[src/rtl/vga_scan_reader.sv]
// vga_scan_reader
// Display-side reader for the video framebuffer. Generates VGA raster timing,
// reads the image window back from video RAM in raster order through the RAM's
// synchronous read port, and drives RGB332 and sync pins. Pixels outside the
// image window show BORDER; pixels outside the visible area are blanked.
//
// Ports
//   Clock        in   system clock, rising edge
//   Reset        in   asynchronous, active-low reset
//   oRAMAddress  out  framebuffer read address {row[7:0], col[7:0]}
//   oRAMRead     out  read enable, high while the stage-1 pixel is in the image
//   iRAMData     in   RGB332 pixel, valid one Clock after oRAMAddress
//   oVGA_R/G/B   out  colour pins (3/3/2 bits)
//   oHSync       out  horizontal sync, active-low
//   oVSync       out  vertical sync, active-low
//   oFrameStart  out  one-Clock pulse when pixel (0,0) reaches the pins
module vga_scan_reader #(
  parameter int         CLK_DIV   = 2,
  parameter int         H_VISIBLE = 640,
  parameter int         H_FRONT   = 16,
  parameter int         H_SYNC    = 96,
  parameter int         H_BACK    = 48,
  parameter int         V_VISIBLE = 480,
  parameter int         V_FRONT   = 10,
  parameter int         V_SYNC    = 2,
  parameter int         V_BACK    = 33,
  parameter int         IMG_W     = 256,
  parameter int         IMG_H     = 256,
  parameter logic [7:0] BORDER    = 8'h00
) (
  input  logic        Clock,
  input  logic        Reset,
  output logic [15:0] oRAMAddress,
  output logic        oRAMRead,
  input  logic [7:0]  iRAMData,
  output logic [2:0]  oVGA_R,
  output logic [2:0]  oVGA_G,
  output logic [1:0]  oVGA_B,
  output logic        oHSync,
  output logic        oVSync,
  output logic        oFrameStart
);

  localparam int              DIV_W    = $clog2(CLK_DIV);
  localparam logic [DIV_W-1:0] DIV_LAST = DIV_W'(CLK_DIV - 1);
  localparam logic [9:0] H_LAST   = 10'(H_VISIBLE + H_FRONT + H_SYNC + H_BACK - 1);
  localparam logic [9:0] V_LAST   = 10'(V_VISIBLE + V_FRONT + V_SYNC + V_BACK - 1);
  localparam logic [9:0] H_VIS    = 10'(H_VISIBLE);
  localparam logic [9:0] V_VIS    = 10'(V_VISIBLE);
  localparam logic [9:0] HS_FIRST = 10'(H_VISIBLE + H_FRONT);
  localparam logic [9:0] HS_LAST  = 10'(H_VISIBLE + H_FRONT + H_SYNC - 1);
  localparam logic [9:0] VS_FIRST = 10'(V_VISIBLE + V_FRONT);
  localparam logic [9:0] VS_LAST  = 10'(V_VISIBLE + V_FRONT + V_SYNC - 1);
  localparam logic [9:0] IMG_W10  = 10'(IMG_W);
  localparam logic [9:0] IMG_H10  = 10'(IMG_H);

  logic [DIV_W-1:0] r_div;
  logic [9:0]       r_h;
  logic [9:0]       r_v;
  logic             w_tick;

  // stage 1
  logic [15:0] r_addr;
  logic        r_read;
  logic        r_s1_vis;
  logic        r_s1_hact;
  logic        r_s1_vact;
  logic        r_s1_first;

  // stage 2
  logic [7:0]  r_rgb;
  logic        r_hsync;
  logic        r_vsync;
  logic        r_frame_start;

  logic w_in_img;
  logic w_vis;
  logic w_hact;
  logic w_vact;
  logic w_first;

  assign w_tick   = (r_div == DIV_LAST);
  assign w_in_img = (r_h < IMG_W10) && (r_v < IMG_H10);
  assign w_vis    = (r_h < H_VIS) && (r_v < V_VIS);
  assign w_hact   = (r_h >= HS_FIRST) && (r_h <= HS_LAST);
  assign w_vact   = (r_v >= VS_FIRST) && (r_v <= VS_LAST);
  assign w_first  = (r_h == 10'd0) && (r_v == 10'd0);

  always_ff @(posedge Clock or negedge Reset) begin
    if (!Reset) begin
      r_div <= '0;
    end else if (w_tick) begin
      r_div <= '0;
    end else begin
      r_div <= r_div + 1'b1;
    end
  end

  always_ff @(posedge Clock or negedge Reset) begin
    if (!Reset) begin
      r_h <= '0;
      r_v <= '0;
    end else if (w_tick) begin
      if (r_h == H_LAST) begin
        r_h <= '0;
        r_v <= (r_v == V_LAST) ? 10'd0 : r_v + 10'd1;
      end else begin
        r_h <= r_h + 10'd1;
      end
    end
  end

  // Sync flags are held active-high internally so that cleared stage-1
  // registers feed inactive (high) levels to the pins on the first tick.
  always_ff @(posedge Clock or negedge Reset) begin
    if (!Reset) begin
      r_addr     <= '0;
      r_read     <= 1'b0;
      r_s1_vis   <= 1'b0;
      r_s1_hact  <= 1'b0;
      r_s1_vact  <= 1'b0;
      r_s1_first <= 1'b0;
    end else if (w_tick) begin
      // Address holds outside the window; oRAMRead=0 marks it don't-care.
      if (w_in_img) begin
        r_addr <= {r_v[7:0], r_h[7:0]};
      end
      r_read     <= w_in_img;
      r_s1_vis   <= w_vis;
      r_s1_hact  <= w_hact;
      r_s1_vact  <= w_vact;
      r_s1_first <= w_first;
    end
  end

  always_ff @(posedge Clock or negedge Reset) begin
    if (!Reset) begin
      r_rgb         <= '0;
      r_hsync       <= 1'b1;
      r_vsync       <= 1'b1;
      r_frame_start <= 1'b0;
    end else begin
      r_frame_start <= 1'b0;
      if (w_tick) begin
        // RAM data is only trusted when this pixel issued a read.
        if (r_read) begin
          r_rgb <= iRAMData;
        end else if (r_s1_vis) begin
          r_rgb <= BORDER;
        end else begin
          r_rgb <= 8'h00;
        end
        r_hsync       <= !r_s1_hact;
        r_vsync       <= !r_s1_vact;
        r_frame_start <= r_s1_first;
      end
    end
  end

  assign oRAMAddress = r_addr;
  assign oRAMRead    = r_read;
  assign oVGA_R      = r_rgb[7:5];
  assign oVGA_G      = r_rgb[4:2];
  assign oVGA_B      = r_rgb[1:0];
  assign oHSync      = r_hsync;
  assign oVSync      = r_vsync;
  assign oFrameStart = r_frame_start;

endmodule

[config.mk]
export PLATFORM = sky130hd
export DESIGN_NAME = vga_scan_reader
export DESIGN_NICKNAME = d
export VERILOG_FILES = /design/src/rtl/vga_scan_reader.sv
export SDC_FILE = /design/constraint.sdc
export NUM_CORES = 1
export LEC_CHECK = 0
export ABC_CLOCK_PERIOD_IN_PS = 2000
export BUFFER_PORTS_ARGS = -buffer_cell sky130_fd_sc_hd__buf_2
export CORE_ASPECT_RATIO = 0.9
export CORE_UTILIZATION = 55
export DETAILED_ROUTE_END_ITERATION = 8
export GPL_TIMING_DRIVEN = 0
export PLACE_DENSITY_LB_ADDON = 0.25
export SKIP_CTS_REPAIR_TIMING = 1
export SYNTH_ARGS = -nofsm -noshare
export SYNTH_HDL_FRONTEND = slang
export SYNTH_SLANG_ARGS = --single-unit
[constraint.sdc]
create_clock -name Clock -period 2 [get_ports Clock]
set_clock_uncertainty 0.05 [all_clocks]
set_input_delay 0.4 -clock Clock [delete_from_list [all_inputs] [get_ports Clock]]
set_output_delay 0.4 -clock Clock [all_outputs]
set_load 0.1 [all_outputs]
==> results of run 1 <==
[registers in the layout (all words and copies together) (netlist names), 8 cells and up]
register     count
oRAMAddress     16
r_h             10
r_v             10
r_rgb            8
[layer usage]
metal | share of wire, % | global-route usage [%] | vias up
li1 | - | - | 810
met1 | 48 | 30.8 | 808
met2 | 45 | 34.3 | 44
met3 | 4.4 | 4.32 | 12
met4 | 2.5 | 10.5 | 0
met5 | 0 | 0 | -
[stage by stage]
step	area, um^2	hold slack, ns	instances	utilization, %
after floorplan	2320	0.0544	203	-
final	2680	0.246	298	66.1
after global routing	2680	0.258	298	66.1
after global placement	2560	0.408	288	63.3
after CTS	2650	0.241	296	65.6
after detailed placement	2560	0.415	288	63.3
[final timing paths]
kind	startpoint	end	slack, ns	cells after the start
worst max-delay path	r_v[8]$_DFFE_PN0P_	oRAMAddress[14]$_DFFE_PN0P_	0.08	4
max in group asynchronous	Reset	r_h[8]$_DFFE_PN0P_	0.97	1
worst min-delay path	Reset	oRAMAddress[11]$_DFFE_PN0P_	0.25	1
worst max register to register	r_v[8]$_DFFE_PN0P_	oRAMAddress[14]$_DFFE_PN0P_	0.08	4
worst min register to register	oRAMAddress[9]$_DFFE_PN0P_	oRAMAddress[9]$_DFFE_PN0P_	0.44	1
min in group Clock	iRAMData[3]	r_rgb[3]$_DFFE_PN0P_	0.25	3
[cells by family after synthesis]
| group | count (synthesis) |
|---|---|
| mux | 18 |
| flops | 52 |
| buf+inv | 23 |
| fa+ha+maj | 4 |
| simple gates | 67 |
| compound gates | 29 |
| xor+xnor | 10 |
[cell type report]
| type | instances | area [um^2] |
|---|---|---|
| multi-input combinational | 128 | 920 |
| sequential | 52 | 1300 |
| inverter | 16 | 60.1 |
| clock buffer | 5 | 68.8 |
| fill | 337 | 1370 |
| clock inverter | 3 | 22.5 |
| timing repair buffer | 39 | 200 |
| buffer | 7 | 40.0 |
| tap | 48 | 60.1 |
[worst max-delay path, stage by stage (launching register included)]
cell and delay [ns]:
dfrtp_1 0.44, or4_4 0.59, nor2_8 0.20, buf_6 0.19, mux2_1 0.34
[cell usage in the layout (no fill, tap or decap), types with 4 or more instances in the layout]
master    count
dfrtp_1      50
buf_2        39
o21ai_0      18
nand3_1      17
mux2_1       16
inv_1        15
nand2_1      13
nor2_1        6
xnor2_1       5
xor2_1        5
clkbuf_8      5
nand4_1       4
ha_1          4
[power by group]
part | total, uW | internal [uW] | switching (uW)
Sequential | 1060 | 1060 | 3.84
Clock | 612 | 251 | 361
Combinational | 108 | 16.7 | 91.4
Total | 1780 | 1330 | 456
==> summary.txt, run 1 <==
Logic synthesis
  – Xor/xnor cell area share of the yosys netlist: between 3 and 4%
  – Syn_area_per_cell: 11.4 um^2
  – Post-Syn Area: around 2300 um^2
  – Sequential area share after synthesis: a little under three fifths
  – Seq cells post-synth: 52
  – Synth area leaders: dfrtp_1, mux2_1, o21ai_0, nand3_1, inv_1
  – Distinct cells, synth: 43
  – Syn Nets: between 200 and 250
  – Largest family of logic cells by synthesized area: simple AND/OR/NAND/NOR gates
  – Yosys warning count: 0
  – Mux share of post-synthesis cell area: under 10%
  – Synth area leader: dfrtp_1
  – Synth top area share: a little over half
  – Adder-cell area share of the yosys netlist: under 10%
  – Synth Area in Simple Gates: 17.9%
  – Main synth FF type: dfrtp_1
  – Cell count after synthesis: slightly above 200
  – EDFF count, synth: 0
  – Async set or reset register ratio after synthesis: 100%
  – Most instantiated cells after synthesis: dfrtp_1, o21ai_0, nand3_1
  – Most frequent cell after synthesis: dfrtp_1
  – Synth Area in Compound Gates: 6.86%

Drt
  – DRT Pass-1 Iters: 4
  – Post-DRT Antenna Nets: 0
  – Iter 0 DRT Violations: around 130
  – DR WL/cell: between 10 and 15 um
  – Via density: about 5.6
  – # DRC: 0
  – Wirelength, routed: between 4000 and 5000 um
  – Via count: between 1,500 and 2,000

Power
  – Pwr/cell area: between 600 and 700 nW/um^2
  – Leakage: 0.00131 uW
  – Total Power: 1780 uW
  – Max VDD drop: around 0.44 mV

Clock tree
  – Clock latency on the worst-skew pair: 0.31 ns
  – CTS root buffer: clkbuf_8
  – CTS H-tree lvls: 2
  – Clk buf depth: 2
  – CTS Sinks: between 50 and 60
  – Worst-path clk slew: approximately 0.1 ns
  – CTS tree: built
  – Total CTS buffers: 5

STA
  – Slew @ Worst Pin: approximately 1.1 ns
  – Post-layout worst setup margin: around 0.076 ns
  – Setup TNS: 0 ns
  – Final Max Tran Viols: 0
  – Hold Fails Final Rpt: 0
  – Worst slew margin: between 20% and 30%
  – Final Critical Period: 1.92 ns
  – Unrepaired setup endpoints after global routing: false
  – Achievable Freq: approximately 520 MHz
  – Final period util: approximately 96%
  – Setup-failing EPs final: 0

Hold path
  – Worst min path class: in2async

Global routing
  – GR Overflow Total: 0
  – Total GRT Usage: ~22%
  – First-pass GRT wire length: 7690 um
  – Initial antenna violation count: 0
  – Number of global-route vias before repair: about 1,700
  – Pin count of the biggest net entering global routing: 53

Floorplan
  – Die Wd: about 70 um
  – Row cnt: 22
  – IO Count: 38
  – Die area: 4480 um^2
  – Initial Utilization: 57.3%
  – Die height: between 60 and 70 um
  – Core box area: just over 4000 um^2

Status
  – Status: complete, no violations

Cells and area
  – Post-layout nets: ~260
  – Area grow syn2layout: 15.4%
  – Share of cells above drive strength 1: between 20% and 30%
  – Ant. Diodes: 0

Setup path
  – CP startpoint kind: flop
  – Setup CP Type: reg2reg
  – Critical Path AT: 2.07 ns
  – CP max FO: 10
  – Worst setup EP type: flop
  – CP required: 2.15 ns

Job
  – Max-cap violation count: 0

Placement
  – Worst slack, placed: around 0.067 ns
  – I/O Buffers: 37
  – GPL Wtd Cong: between 0.8 and 0.9
  – Final HPWL DP: around 2900 um
(Power assumes the default switching activity.)
==> run 2: changes to the inputs <==
ABC_AREA = 1   (was not set)
CORE_UTILIZATION = 56   (was 55)
SLEW_MARGIN = 20   (was not set)
==> summary.txt, run 2 <==
Status
  – Status: complete, no violations

Cells and area
  – Share of cells above drive strength 1: 23.3% (-2.3 points)
  – Largest register FFs: 16 (unchanged)
  – Fin area: 2940 um^2 (+10%)
  – Post-layout nets: 357 (+36%)
  – Commonest cells after routing, fill and taps aside: nand2_1, dfrtp_1, buf_2
  – Filler cells: 364 (+8.0%)
  – Area grow syn2layout: 14.6%
  – Ant. Diodes: 0 (unchanged)
  – Leading cell type in the layout, fill and taps excluded: nand2_1

Global routing
  – Number of global-route vias before repair: 1,885 (+12%)
  – GR Overflow Total: 0 (unchanged)
  – First-pass GRT wire length: 8460 um (+10%)
  – Pin count of the biggest net entering global routing: 53 (unchanged)
  – Initial antenna violation count: 0 (unchanged)
  – Total GRT Usage: 23.1% (+0.69 points)

Placement
  – I/O Buffers: 37 (unchanged)
  – GPL Wtd Cong: 0.899 (+11%)
  – Dpl cell area: 2830 um^2 (+10%)
  – Final HPWL DP: 3680 um (+26%)
  – Worst slack, placed: 0.548 ns (+0.481 ns)

Clock tree
  – Total CTS buffers: 5 (unchanged)
  – Clk buf depth: 2 (unchanged)
  – CTS root buffer: clkbuf_8
  – Clock latency on the worst-skew pair: 0.30 ns (about the same)
  – CTS H-tree lvls: 2 (unchanged)
  – CTS tree: built
  – CTS Sinks: 52 (unchanged)
  – Worst-path clk slew: 0.09 ns (about the same)

STA
  – Hold Fails Final Rpt: 0 (unchanged)
  – Final Max Tran Viols: 0 (unchanged)
  – Worst slew margin: 58.3% (+33 points)
  – Unrepaired setup endpoints after global routing: false
  – Final period util: 86.0% (-10 points)
  – Setup-failing EPs final: 0 (unchanged)
  – Achievable Freq: 582 MHz (+12%)
  – Post-layout worst setup margin: 0.280 ns (+0.204 ns)
  – Setup TNS: 0 ns (unchanged)
  – Final Critical Period: 1.72 ns (-0.204 ns)
  – Slew @ Worst Pin: 0.625 ns (-0.496 ns)

Power
  – Max VDD drop: 0.569 mV (+29%)
  – Pwr/cell area: 637 nW/um^2 (-4.4%)
  – Clock power share: 37.6% (+3.3 points)
  – Seq pwr share: 56.7% (-2.9 points)
  – Net Sw Frac: 22.9% (-2.7 points)
  – Combinational power share: 5.7% (-0.4 points)
  – Sw Pwr: 430 uW (-5.9%)
  – Internal Pwr Total: 1440 uW (+8.9%)
  – Leakage: 0.00150 uW (+14%)

Drt
  – Wirelength, routed: 4960 um (+14%)
  – Via density: 5.07 (-9.8%)
  – Iter 0 DRT Violations: 107 (-14%)
  – Post-DRT Antenna Nets: 0 (unchanged)
  – Via count: 2,048 (+22%)
  – DR WL/cell: 12.3 um (-16%)
  – # DRC: 0 (unchanged)
  – DRT Pass-1 Iters: 4 (unchanged)

Floorplan
  – Initial Utilization: 60.6% (+3.3 points)
  – Core box area: 4240 um^2 (+4.8%)
  – Row cnt: 22 (unchanged)
  – IO Count: 38 (unchanged)
  – Die Wd: 73.4 um (+4.2%)
  – Die area: 4860 um^2 (+8.6%)
  – Die height: 66.3 um (+4.2%)

Logic synthesis
  – Synth area leader: dfrtp_1
  – Cell count after synthesis: 299 (+47%)
  – Sequential area share after synthesis: 50.8% (-5.5 points)
  – Main synth FF type: dfrtp_1
  – Distinct cells, synth: 31 (-28%)
  – Synth area leaders: dfrtp_1, nand2_1, inv_1, nand3_1, o21ai_0
  – Syn Nets: 313 (+44%)
  – Syn_area_per_cell: 8.59 um^2 (-25%)
  – Most instantiated cells after synthesis: nand2_1, dfrtp_1, inv_1
  – Async set or reset register ratio after synthesis: 100% (unchanged)
  – Post-Syn Area: 2570 um^2 (+11%)
  – EDFF count, synth: 0 (unchanged)
  – Most frequent cell after synthesis: nand2_1
  – Synth top area share: 48.7% (-5.3 points)
  – Seq cells post-synth: 52 (unchanged)
  – Yosys warning count: 0 (unchanged)

Setup path
  – Setup CP Type: reg2out
  – Crit-path slowest cell: dfstp_2
  – Worst setup EP type: output pin
  – CP max FO: 2 (-8)
  – CP peak stage delay: 0.54 ns (-0.05 ns)
  – Top Family by Delay on Critical Path: flip-flops
  – Critical Path AT: 1.27 ns (-0.80 ns)
  – Worst path cell trace: buf_2
  – Buffers & Inverters on Critical Path: 1 (unchanged)
  – CP required: 1.55 ns (-0.60 ns)
  – CP startpoint kind: flop

Hold path
  – Worst min path class: in2async

Job
  – Max-cap violation count: 0 (unchanged)
## run 2: changes by cell type after synthesis, moves of 4 or more
cell     before  now
inv_1        15   28
o21ai_1       2    7
nor2_1        6   23
nand2_1      13   88
xnor2_1       5    0
buf_6         1    5
mux2_1       16    0
o21ai_2       0    4
## run 2: final cells by class
type	instances	area, um^2	area share [%]
clock inverter	3	42.5	1.45
multi-input combinational	202	1050	35.7
timing repair buffer	37	188	6.38
tap	60	75.1	2.55
inverter	33	126	4.29
sequential	52	1300	44.3
buffer	12	87.6	2.98
clock buffer	5	68.8	2.34
## run 2: path summary, 6_finish.rpt
check                           cells past startpoint  slack, ns                   from                         end
worst max register to register                      7       0.49     r_v[0]$_DFFE_PN0P_          r_v[1]$_DFFE_PN0P_
min in group Clock                                  3       0.27            iRAMData[6]        r_rgb[6]$_DFFE_PN0P_
worst min-delay path                                1       0.06                  Reset  oRAMAddress[5]$_DFFE_PN0P_
worst max-delay path                                1       0.28     oVSync$_DFFE_PN1P_                      oVSync
worst min register to register                      1       0.38  r_s1_vact$_DFFE_PN0P_          oVSync$_DFFE_PN1P_
max in group asynchronous                           1       1.42                  Reset          r_v[7]$_DFFE_PN0P_
## run 2: kinds of logic (layout without fill, tap and decap cells)
| logic type | Yosys count | in the layout | synth area share (%) |
|---|---|---|---|
| AOI/OAI and AO/OA | 34 | 34 | 7.50 |
| xor gates and xnor gates | 6 | 6 | 2.05 |
| adders and majority gates | 4 | 4 | 1.95 |
| buffers and inverters | 45 | 90 | 8.33 |
| DFF | 52 | 52 | 50.8 |
| and+or+nand+nor | 158 | 158 | 29.4 |
## run 2: power groups by stage
| stage | registers [uW] | clock network (uW) | logic [uW] |
|---|---|---|---|
| 2_1_floorplan | 1150 | 0 | 6.78 |
| 3_3_place_gp | 1080 | 0 | 107 |
| 3_5_place_dp | 1080 | 0 | 109 |
| 4_1_cts | 1060 | 722 | 109 |
| 5_1_grt | 1060 | 769 | 115 |
| 6_report | 1060 | 705 | 107 |
## run 2: through the flow
| stage | hold WS (ns) | total power, uW | instances | util (%) |
|---|---|---|---|---|
| floorplan | 0.0544 | 1150 | 299 | - |
| global placement | 0.363 | 1190 | 396 | 66.7 |
| detailed placement | 0.376 | 1190 | 396 | 66.8 |
| CTS | 0.0798 | 1890 | 404 | 69.4 |
| global route | 0.117 | 1950 | 404 | 69.4 |
| finish | 0.0621 | 1870 | 404 | 69.4 |
## run 2: layer usage
layer,routed length (um),GRT usage (%),part of all wire (%),vias up
li1,-,-,-,1034
met3,153,4.27,3.1,6
met4,57,6.49,1.1,0
met2,2370,37.6,48,30
met5,0,0,0,-
met1,2380,31.7,48,978
